## config.mk

```make
export PLATFORM = sky130hd
export DESIGN_NAME = midori_sbox_serializer
export DESIGN_NICKNAME = d
export VERILOG_FILES = /design/src/rtl/midori_mask_pkg.sv /design/src/rtl/midori_sbox_serializer_vld_delay_line.sv /design/src/rtl/midori_sbox_serializer.sv
export SDC_FILE = /design/constraint.sdc
export NUM_CORES = 1
export LEC_CHECK = 0
export ABC_AREA = 1
export CORE_ASPECT_RATIO = 1.1
export CORE_MARGIN = 1.5
export CORE_UTILIZATION = 40
export CTS_CLUSTER_DIAMETER = 50
export DETAILED_ROUTE_END_ITERATION = 16
export DONT_BUFFER_PORTS = 1
export PLACE_DENSITY = 0.64
export RECOVER_POWER = 50
export SYNTH_ARGS = -nofsm -noshare
export SYNTH_HDL_FRONTEND = slang
export SYNTH_SLANG_ARGS = --single-unit
export TNS_END_PERCENT = 5
```

## constraint.sdc

```tcl
create_clock -name clk -period 2.8 [get_ports clk]
set_input_delay 0.7 -clock clk [delete_from_list [all_inputs] [get_ports clk]]
set_output_delay 0.7 -clock clk [all_outputs]
set_load 0.02 [all_outputs]
```

## src/rtl/midori_mask_pkg.sv

```systemverilog
// Shared constants and FSM encoding for the masked Midori S-box serializer.
package midori_mask_pkg;

  localparam int NIB_W   = 4;
  localparam int STATE_W = 64;
  localparam int NIB_CNT = 16;

  typedef enum logic [1:0] {
    IDLE  = 2'd0,
    FEED  = 2'd1,
    DRAIN = 2'd2,
    DONE  = 2'd3
  } fsm_state_t;

endpackage

```

## src/rtl/midori_sbox_serializer_vld_delay_line.sv

```systemverilog
// LAT-deep valid shift register matching the external S-box pipeline depth; LAT=0 is a wire.
module vld_delay_line #(
  parameter int LAT = 2
) (
  input  logic clk,
  input  logic rst_n,
  input  logic d,
  output logic q
);

  if (LAT == 0) begin : g_wire
    assign q = d;
  end else begin : g_shift
    logic [LAT-1:0] sr;

    always_ff @(posedge clk or negedge rst_n) begin
      if (!rst_n) begin
        sr <= '0;
      end else begin
        sr[0] <= d;
        for (int i = 1; i < LAT; i++) begin
          sr[i] <= sr[i-1];
        end
      end
    end

    assign q = sr[LAT-1];
  end

endmodule

```

## src/rtl/midori_sbox_serializer.sv

```systemverilog
// Nibble-serial sequencer feeding a 3-share S-box pipeline and reassembling the shared result.
// Handshakes: a transfer happens on a rising edge where valid and ready are both high.
module midori_sbox_serializer
  import midori_mask_pkg::*;
#(
  parameter int SB_LAT = 2
) (
  input  logic        clk,
  input  logic        rst_n,
  input  logic        s_valid,
  output logic        s_ready,
  input  logic [63:0] s_x1,
  input  logic [63:0] s_x2,
  input  logic [63:0] s_x3,
  output logic        sb_vld,
  output logic [3:0]  sb_x1,
  output logic [3:0]  sb_x2,
  output logic [3:0]  sb_x3,
  input  logic [3:0]  sb_y1,
  input  logic [3:0]  sb_y2,
  input  logic [3:0]  sb_y3,
  output logic        m_valid,
  input  logic        m_ready,
  output logic [63:0] m_y1,
  output logic [63:0] m_y2,
  output logic [63:0] m_y3
);

  fsm_state_t         state, state_nxt;
  logic [3:0]         issue_cnt, cap_cnt;
  logic [STATE_W-1:0] in1, in2, in3;
  logic [STATE_W-1:0] out1, out2, out3;
  logic               cap_vld;

  vld_delay_line #(.LAT(SB_LAT)) u_vld_dly (
    .clk   (clk),
    .rst_n (rst_n),
    .d     (sb_vld),
    .q     (cap_vld)
  );

  // Each share has its own mux; shares never meet in this block.
  assign sb_vld  = (state == FEED);
  assign sb_x1   = in1[{issue_cnt, 2'b00} +: NIB_W];
  assign sb_x2   = in2[{issue_cnt, 2'b00} +: NIB_W];
  assign sb_x3   = in3[{issue_cnt, 2'b00} +: NIB_W];
  assign s_ready = (state == IDLE);
  assign m_valid = (state == DONE);
  assign m_y1    = out1;
  assign m_y2    = out2;
  assign m_y3    = out3;

  always_comb begin
    state_nxt = state;
    case (state)
      IDLE:  if (s_valid) state_nxt = FEED;
      FEED:  if (issue_cnt == 4'(NIB_CNT - 1)) state_nxt = (SB_LAT == 0) ? DONE : DRAIN;
      DRAIN: if (cap_vld && cap_cnt == 4'(NIB_CNT - 1)) state_nxt = DONE;
      DONE:  if (m_ready) state_nxt = IDLE;
      default: state_nxt = IDLE;
    endcase
  end

  always_ff @(posedge clk or negedge rst_n) begin
    if (!rst_n) begin
      state     <= IDLE;
      issue_cnt <= '0;
      cap_cnt   <= '0;
      in1       <= '0;
      in2       <= '0;
      in3       <= '0;
      out1      <= '0;
      out2      <= '0;
      out3      <= '0;
    end else begin
      state <= state_nxt;
      if (state == IDLE && s_valid) begin
        in1       <= s_x1;
        in2       <= s_x2;
        in3       <= s_x3;
        issue_cnt <= '0;
        cap_cnt   <= '0;
      end
      // Counters wrap back to 0 exactly at the end of their phase.
      if (sb_vld) begin
        issue_cnt <= issue_cnt + 4'd1;
      end
      if (cap_vld) begin
        out1[{cap_cnt, 2'b00} +: NIB_W] <= sb_y1;
        out2[{cap_cnt, 2'b00} +: NIB_W] <= sb_y2;
        out3[{cap_cnt, 2'b00} +: NIB_W] <= sb_y3;
        cap_cnt <= cap_cnt + 4'd1;
      end
    end
  end

endmodule
```

==> results of run 1 <==
[worst max-delay path: stages, from the launching register on]
cell	delay [ps]
dfrtp_4	510
buf_16	170
buf_16	160
or2_2	290
nand3_1	100
nand3_2	90
nand3_2	110
nand2_4	100
[cells by family (layout without fill, tap and decap cells)]
kind of cell / after synthesis / count (layout)
other: 0 / 3
AO/OA/AOI/OAI: 149 / 149
adder cells (fa/ha/maj): 8 / 8
multiplexers: 84 / 84
buffers and inverters: 283 / 276
XOR/XNOR: 3 / 3
AND/OR/NAND/NOR: 1159 / 1159
flip-flops: 396 / 396
[power by group through the flow]
stage               combinational, W  sequential, W  clock (W)
finish                        0.0107         0.0116    0.00579
global route                  0.0117         0.0119    0.00614
CTS                           0.0106         0.0116    0.00591
detailed placement           0.00911         0.0116          0
global placement             0.00887         0.0116          0
floorplan                    0.00714         0.0109          0
[how the worst max path moves through the flow]
stage / from / to / slack [ps] / depth (start not counted)
floorplan: cap_cnt[0]$_DFFE_PN0P_ / m_y1[3]$_DFFE_PN0P_ / 480 / 10
global placement: issue_cnt[0]$_DFFE_PN0P_ / sb_x1[3] / 400 / 7
detailed placement: cap_cnt[1]$_DFFE_PN0P_ / m_y1[44]$_DFFE_PN0P_ / 350 / 7
CTS: issue_cnt[0]$_DFFE_PN0P_ / sb_x1[2] / -20 / 7
global route: issue_cnt[0]$_DFFE_PN0P_ / sb_x1[0] / -90 / 7
finish: issue_cnt[0]$_DFFE_PN0P_ / sb_x1[0] / -10 / 7
[metrics by stage]
stage,instances,area [um2]
after detailed placement,2559,18400
final,2659,20680
after global routing,2657,20670
after CTS,2656,20610
after global placement,2559,18400
after floorplan,2082,17960
[synth_stat cells, drive strengths merged]
library cell,number,share of area
a21oi,110,0.031
buf,87,0.027
clkbuf,53,0.011
clkinv,3,0.00063
dfrtp,396,0.55
ha,8,0.0056
inv,140,0.029
mux2,84,0.053
nand2,602,0.13
nand3,309,0.087
nor2,214,0.048
nor3,10,0.0034
o211ai,12,0.0050
o21ai,23,0.0068
o221ai,1,0.00049
o22ai,3,0.0010
or2,24,0.0084
xnor2,1,0.0015
xor2,2,0.0020
[metal layers]
| layer | GRT usage | vias to the layer above | wire length (um) |
|---|---|---|---|
| li1 | - | 6569 | - |
| met1 | 0.2676 | 6854 | 20280 |
| met2 | 0.3867 | 585 | 25950 |
| met3 | 0.08488 | 109 | 5743 |
| met4 | 0.08524 | 10 | 1955 |
| met5 | 0 | - | 67 |
[cell usage in the layout (no fill, tap or decap), types with 4 or more instances in the layout]
master,Yosys,layout
inv_2,3,4
nand2_2,10,15
buf_16,0,10
dfrtp_1,396,395
nor3_1,9,9
clkbuf_16,0,45
clkinv_2,0,6
nand2_1,591,574
inv_1,137,135
inv_6,0,4
ha_1,8,8
o21ai_0,21,16
nand3_1,307,248
o211ai_1,12,12
clkbuf_8,0,7
nor2_1,204,196
buf_4,13,28
nor2_2,2,7
mux2_2,84,84
or2_4,0,5
clkbuf_1,53,12
nand3_2,2,58
buf_12,0,9
a21oi_1,109,109
or2_2,24,19
o21ai_1,0,5
nor2_4,8,11
nand2_4,1,13
[registers in the layout, indices dropped and copies added, names as in the netlist]
register              cells
m_y2                     64
state                     2
u_vld_dly.g_shift.sr      2
m_y1                     64
in2                      64
issue_cnt                 4
in1                      64
in3                      64
cap_cnt                   4
m_y3                     64
[cell type report]
class | instances | area (um2)
inverter | 143 | 540.5
timing repair buffer | 52 | 750.7
tap | 581 | 726.9
antenna | 3 | 7.507
fill | 4175 | 23710
clock inverter | 17 | 172.7
sequential | 396 | 9913
multi-input combinational | 1403 | 7301
clock buffer | 64 | 1267
[what timing repair did]
action / CTS / global route
endpoints found under the hold margin: 396 / 396
gates resized for setup: 113 / 17
setup endpoints to repair: 12 / 12
pin swaps: 49 / 9
gates cloned: 9 / 0
setup buffers: 7 / 0
==> reports/qor.yml, run 1 <==
io_buffer_count: 0
rr_endpoint: "in2[33]$_DFFE_PN0P_"
drive_gt1_frac: 0.1677
power.share.clock: 0.207
start_util: 0.4046
num_rows: 81
core_um2: 44390
worstHoldPathType: "in -> async"
syn-cell-area_um2: 17960
synth-adder-area-share: 0.005573
wirelength_mm: 54.00
dr.pass1.iters: 6
cp-start-kind: "register"
ant_nets: 0
synth_compound_area_frac: 0.04424
clock_skew_ps: 24.15
final-setup-viol-count: 3
fin_tns_setup_ps: -15.92
clock_path_buffers: 3
syn_avg_cell_area_um2: 8.626
synthMuxAreaShare: 0.05267
ys_seq_area_frac: 0.5518
clk-insertion-delay-late_ps: 570
drt_iter0_drc: 1070
gp_congestion: 0.8719
ys_ff_latch: 396
grt_max_degree: 397
synth-xor-area-share: 0.003553
grt_pass1_wl_mm: 82.34
nets: 2257
io_pins: 415
globalRouteTotalUtil: 0.2302
synth_simple_gate_area_frac: 0.2744
power_w: 0.02802
comb_power_share: 0.381
r2r_cells: 5
holdWs_ps: -161.7
wl_per_cell_um: 20.31
dieWidth_um: 205.0
antenna_found_initial: 9
area_growth_pct: 15.15
clk_pin_slew_ps: 60
intPower_w: 0.01564
ff2ff_setup_slack_ps: 240
synth_cell_types: 32
vias: 14130
max_freq_mhz: 355.8
crit-reg2reg-launch: "state[0]$_DFFE_PN0P_"
slew_viol_final: 0
hpwl_mm: 36.81
syn_nets: 2298
irDropWorstVdd_mv: 0.8023
power_leakage_nw: 9.788
grt_pass1_vias: 14090
cts-buffers-inserted: 45
tritoncts: "done"
arrival_ps: 2110
worstSetupPathType: "reg -> out"
overflow: 0
synth_cells: 2082
violations: "negative hold slack, negative setup slack"
power_density_nw_per_um2: 1355
netSwitchingFraction: 0.4417
htreeDepth: 2
power_switching_w: 0.01238
utilization: 0.4659
worst_slew_pin_slew_ps: 951.3
finalCritPeriodShare: 1.004
outcome: "finished, violations left"
ys_warn_count: 0
pre_cts_ws_ps: 351.4
die_area_um2: 46180
synth_top_family_by_area: "simple AND/OR/NAND/NOR gates"
cts_sinks: 396
crit_path_max_fanout: 20
finalWorstSetupSlack_ps: -10.27
finalHoldViolations: 265
via_per_inst: 5.313
cp-end-kind: "output port"
dieHeight_um: 225.2
pwr-share-seq: 0.413
slew_headroom: 0.3658
period_needed_ps: 2810
cts-root-buf: "clkbuf_16"
rsz0062_at_grt: "true"
drc: 0
critical_path_required_ps: 2100
max_cap_violations: 0
Power figures use the tool's default switching activity.
==> run 2: changes to the inputs <==
- CORE_UTILIZATION: 40 -> 60
- PLACE_DENSITY: 0.64 -> 0.86
==> reports/qor.yml, run 2 (synthesized netlist as in run 1, its figures left out) <==
htreeDepth: 2
worst_path_largest_cell_delay_ps: 560
critical_path_required_ps: 2100
dieWidth_um: 168.0
hpwl_mm: 33.50
clock_path_buffers: 3
tritoncts: "done"
drc: 0
ff2ff_setup_slack_ps: 190
slew_headroom: 0.4558
rsz0062_at_grt: "true"
crit_path_max_fanout: 8
via_per_inst: 5.925
holdWs_ps: -148.5
vias: 14460
io_buffer_count: 0
slew_viol_final: 0
grt_max_degree: 397
drt_iter0_drc: 1314
globalRouteTotalUtil: 0.3169
irDropWorstVdd_mv: 0.9982
fin_cells: 2441
io_pins: 415
finalCritPeriodShare: 0.9921
ant_nets: 0
power_density_nw_per_um2: 1368
start_util: 0.6092
final-setup-viol-count: 0
cts-root-buf: "clkbuf_16"
overflow: 0
gp_congestion: 0.8860
cp_num_buf_inv: 2
clock_skew_ps: 17.20
dpl_cell_area_um2: 18130
drive_gt1_frac: 0.1360
placedCellCount: 2351
cts-buffers-inserted: 43
cpMostUsedCell: "nand3_2"
path_cells: "buf_8 -> buf_4 -> or2_2 -> nand3_1 -> nand3_2 -> nand3_2 -> nand2_4"
period_needed_ps: 2778
violations: "negative hold slack"
power_leakage_nw: 9.618
grt_pass1_wl_mm: 76.57
outcome: "finished, violations left"
worstSetupPathType: "reg -> out"
utilization: 0.6745
layout_common_cells: "nand2_1, dfrtp_1, nand3_1, nor2_1, inv_1"
clk-insertion-delay-late_ps: 550
finalHoldViolations: 290
wirelength_mm: 49.90
pre_cts_ws_ps: 232.1
max_freq_mhz: 360.0
max_cap_violations: 0
grt_pass1_vias: 14130
cpMaxStageDelayCell: "dfrtp_4"
die_area_um2: 30980
worst_slew_pin_slew_ps: 816.4
dieHeight_um: 184.5
finalWorstSetupSlack_ps: 22.21
dr.pass1.iters: 6
antenna_found_initial: 4
wl_per_cell_um: 20.44
num_rows: 66
layout_commonest_cell: "nand2_1"
fin_area_um2: 19890
cp-end-kind: "output port"
cts_sinks: 396
worstHoldPathType: "in -> async"
core_um2: 29480
cp-start-kind: "register"
clk_pin_slew_ps: 60
nets: 2247
arrival_ps: 2080
critPathTopFamily: "simple AND/OR/NAND/NOR gates"
area_growth_pct: 10.72
run 2: cell count changes in the layout (fill, tap and decap cells not counted), moves of 4 or more:
cell      change
buf_16        -8
nand3_1      +54
clkbuf_8      +4
nand2_2       +6
nand3_2      -51
nor2_1        +8
nand2_4       -9
nor2_2        -5
or2_4         -5
or2_2         +5
clkbuf_1      -7
run 2: area by class of cell:
type / count / area (um2)
Sequential cell: 396 / 9913
Timing Repair Buffer: 44 / 529.3
Clock buffer: 59 / 1246
Tap cell: 374 / 467.9
Fill cell: 2183 / 9595
Inverter: 143 / 540.5
Antenna cell: 1 / 2.502
Multi-Input combinational cell: 1403 / 6908
Clock inverter: 21 / 277.8
run 2: per-layer routing:
metal | GRT usage | up-vias | wire length (um)
met4 | 0.1737 | 4 | 2784
met2 | 0.5417 | 805 | 24330
met5 | 0 | - | 26
li1 | - | 6536 | -
met3 | 0.09835 | 181 | 5403
met1 | 0.3550 | 6936 | 17350
run 2: path summary, 6_finish.rpt:
check | to | cells after the start | startpoint
max in group asynchronous | state[0]$_DFFE_PN0P_ | 0 | rst_n
worst max-delay path | sb_x3[1] | 7 | issue_cnt[0]$_DFFE_PN0P_
min in group clk | m_y1[3]$_DFFE_PN0P_ | 2 | sb_y1[3]
worst min-delay path | m_y2[20]$_DFFE_PN0P_ | 0 | rst_n
worst max register to register | m_y2[4]$_DFFE_PN0P_ | 7 | cap_cnt[0]$_DFFE_PN0P_
worst min register to register | u_vld_dly.g_shift.sr[1]$_DFF_PN0_ | 0 | u_vld_dly.g_shift.sr[0]$_DFF_PN0_
run 2: power by group:
group,switching (W),internal [W]
Sequential,0.00319,0.00834
Clock,0.00237,0.00362
Combinational,0.00634,0.00336
Total,0.0119,0.0153
run 2: metrics by stage:
step	total power [W]	hold slack, ps	setup TNS, ps
final	0.02721	-148.5	0
after global routing	0.02872	-170.9	-135.2
after CTS	0.02691	-167.4	-6.694
after detailed placement	0.02062	340.3	0
after global placement	0.02018	336.4	0
after floorplan	0.01802	331.2	0
run 2: what timing repair did:
item                                    CTS  global route
endpoints found under the hold margin   396           396
resized for setup                        17            12
pin swaps                                 0             5
endpoints found under the setup margin   11            13
gates cloned                              1             2
setup buffers                             3             3
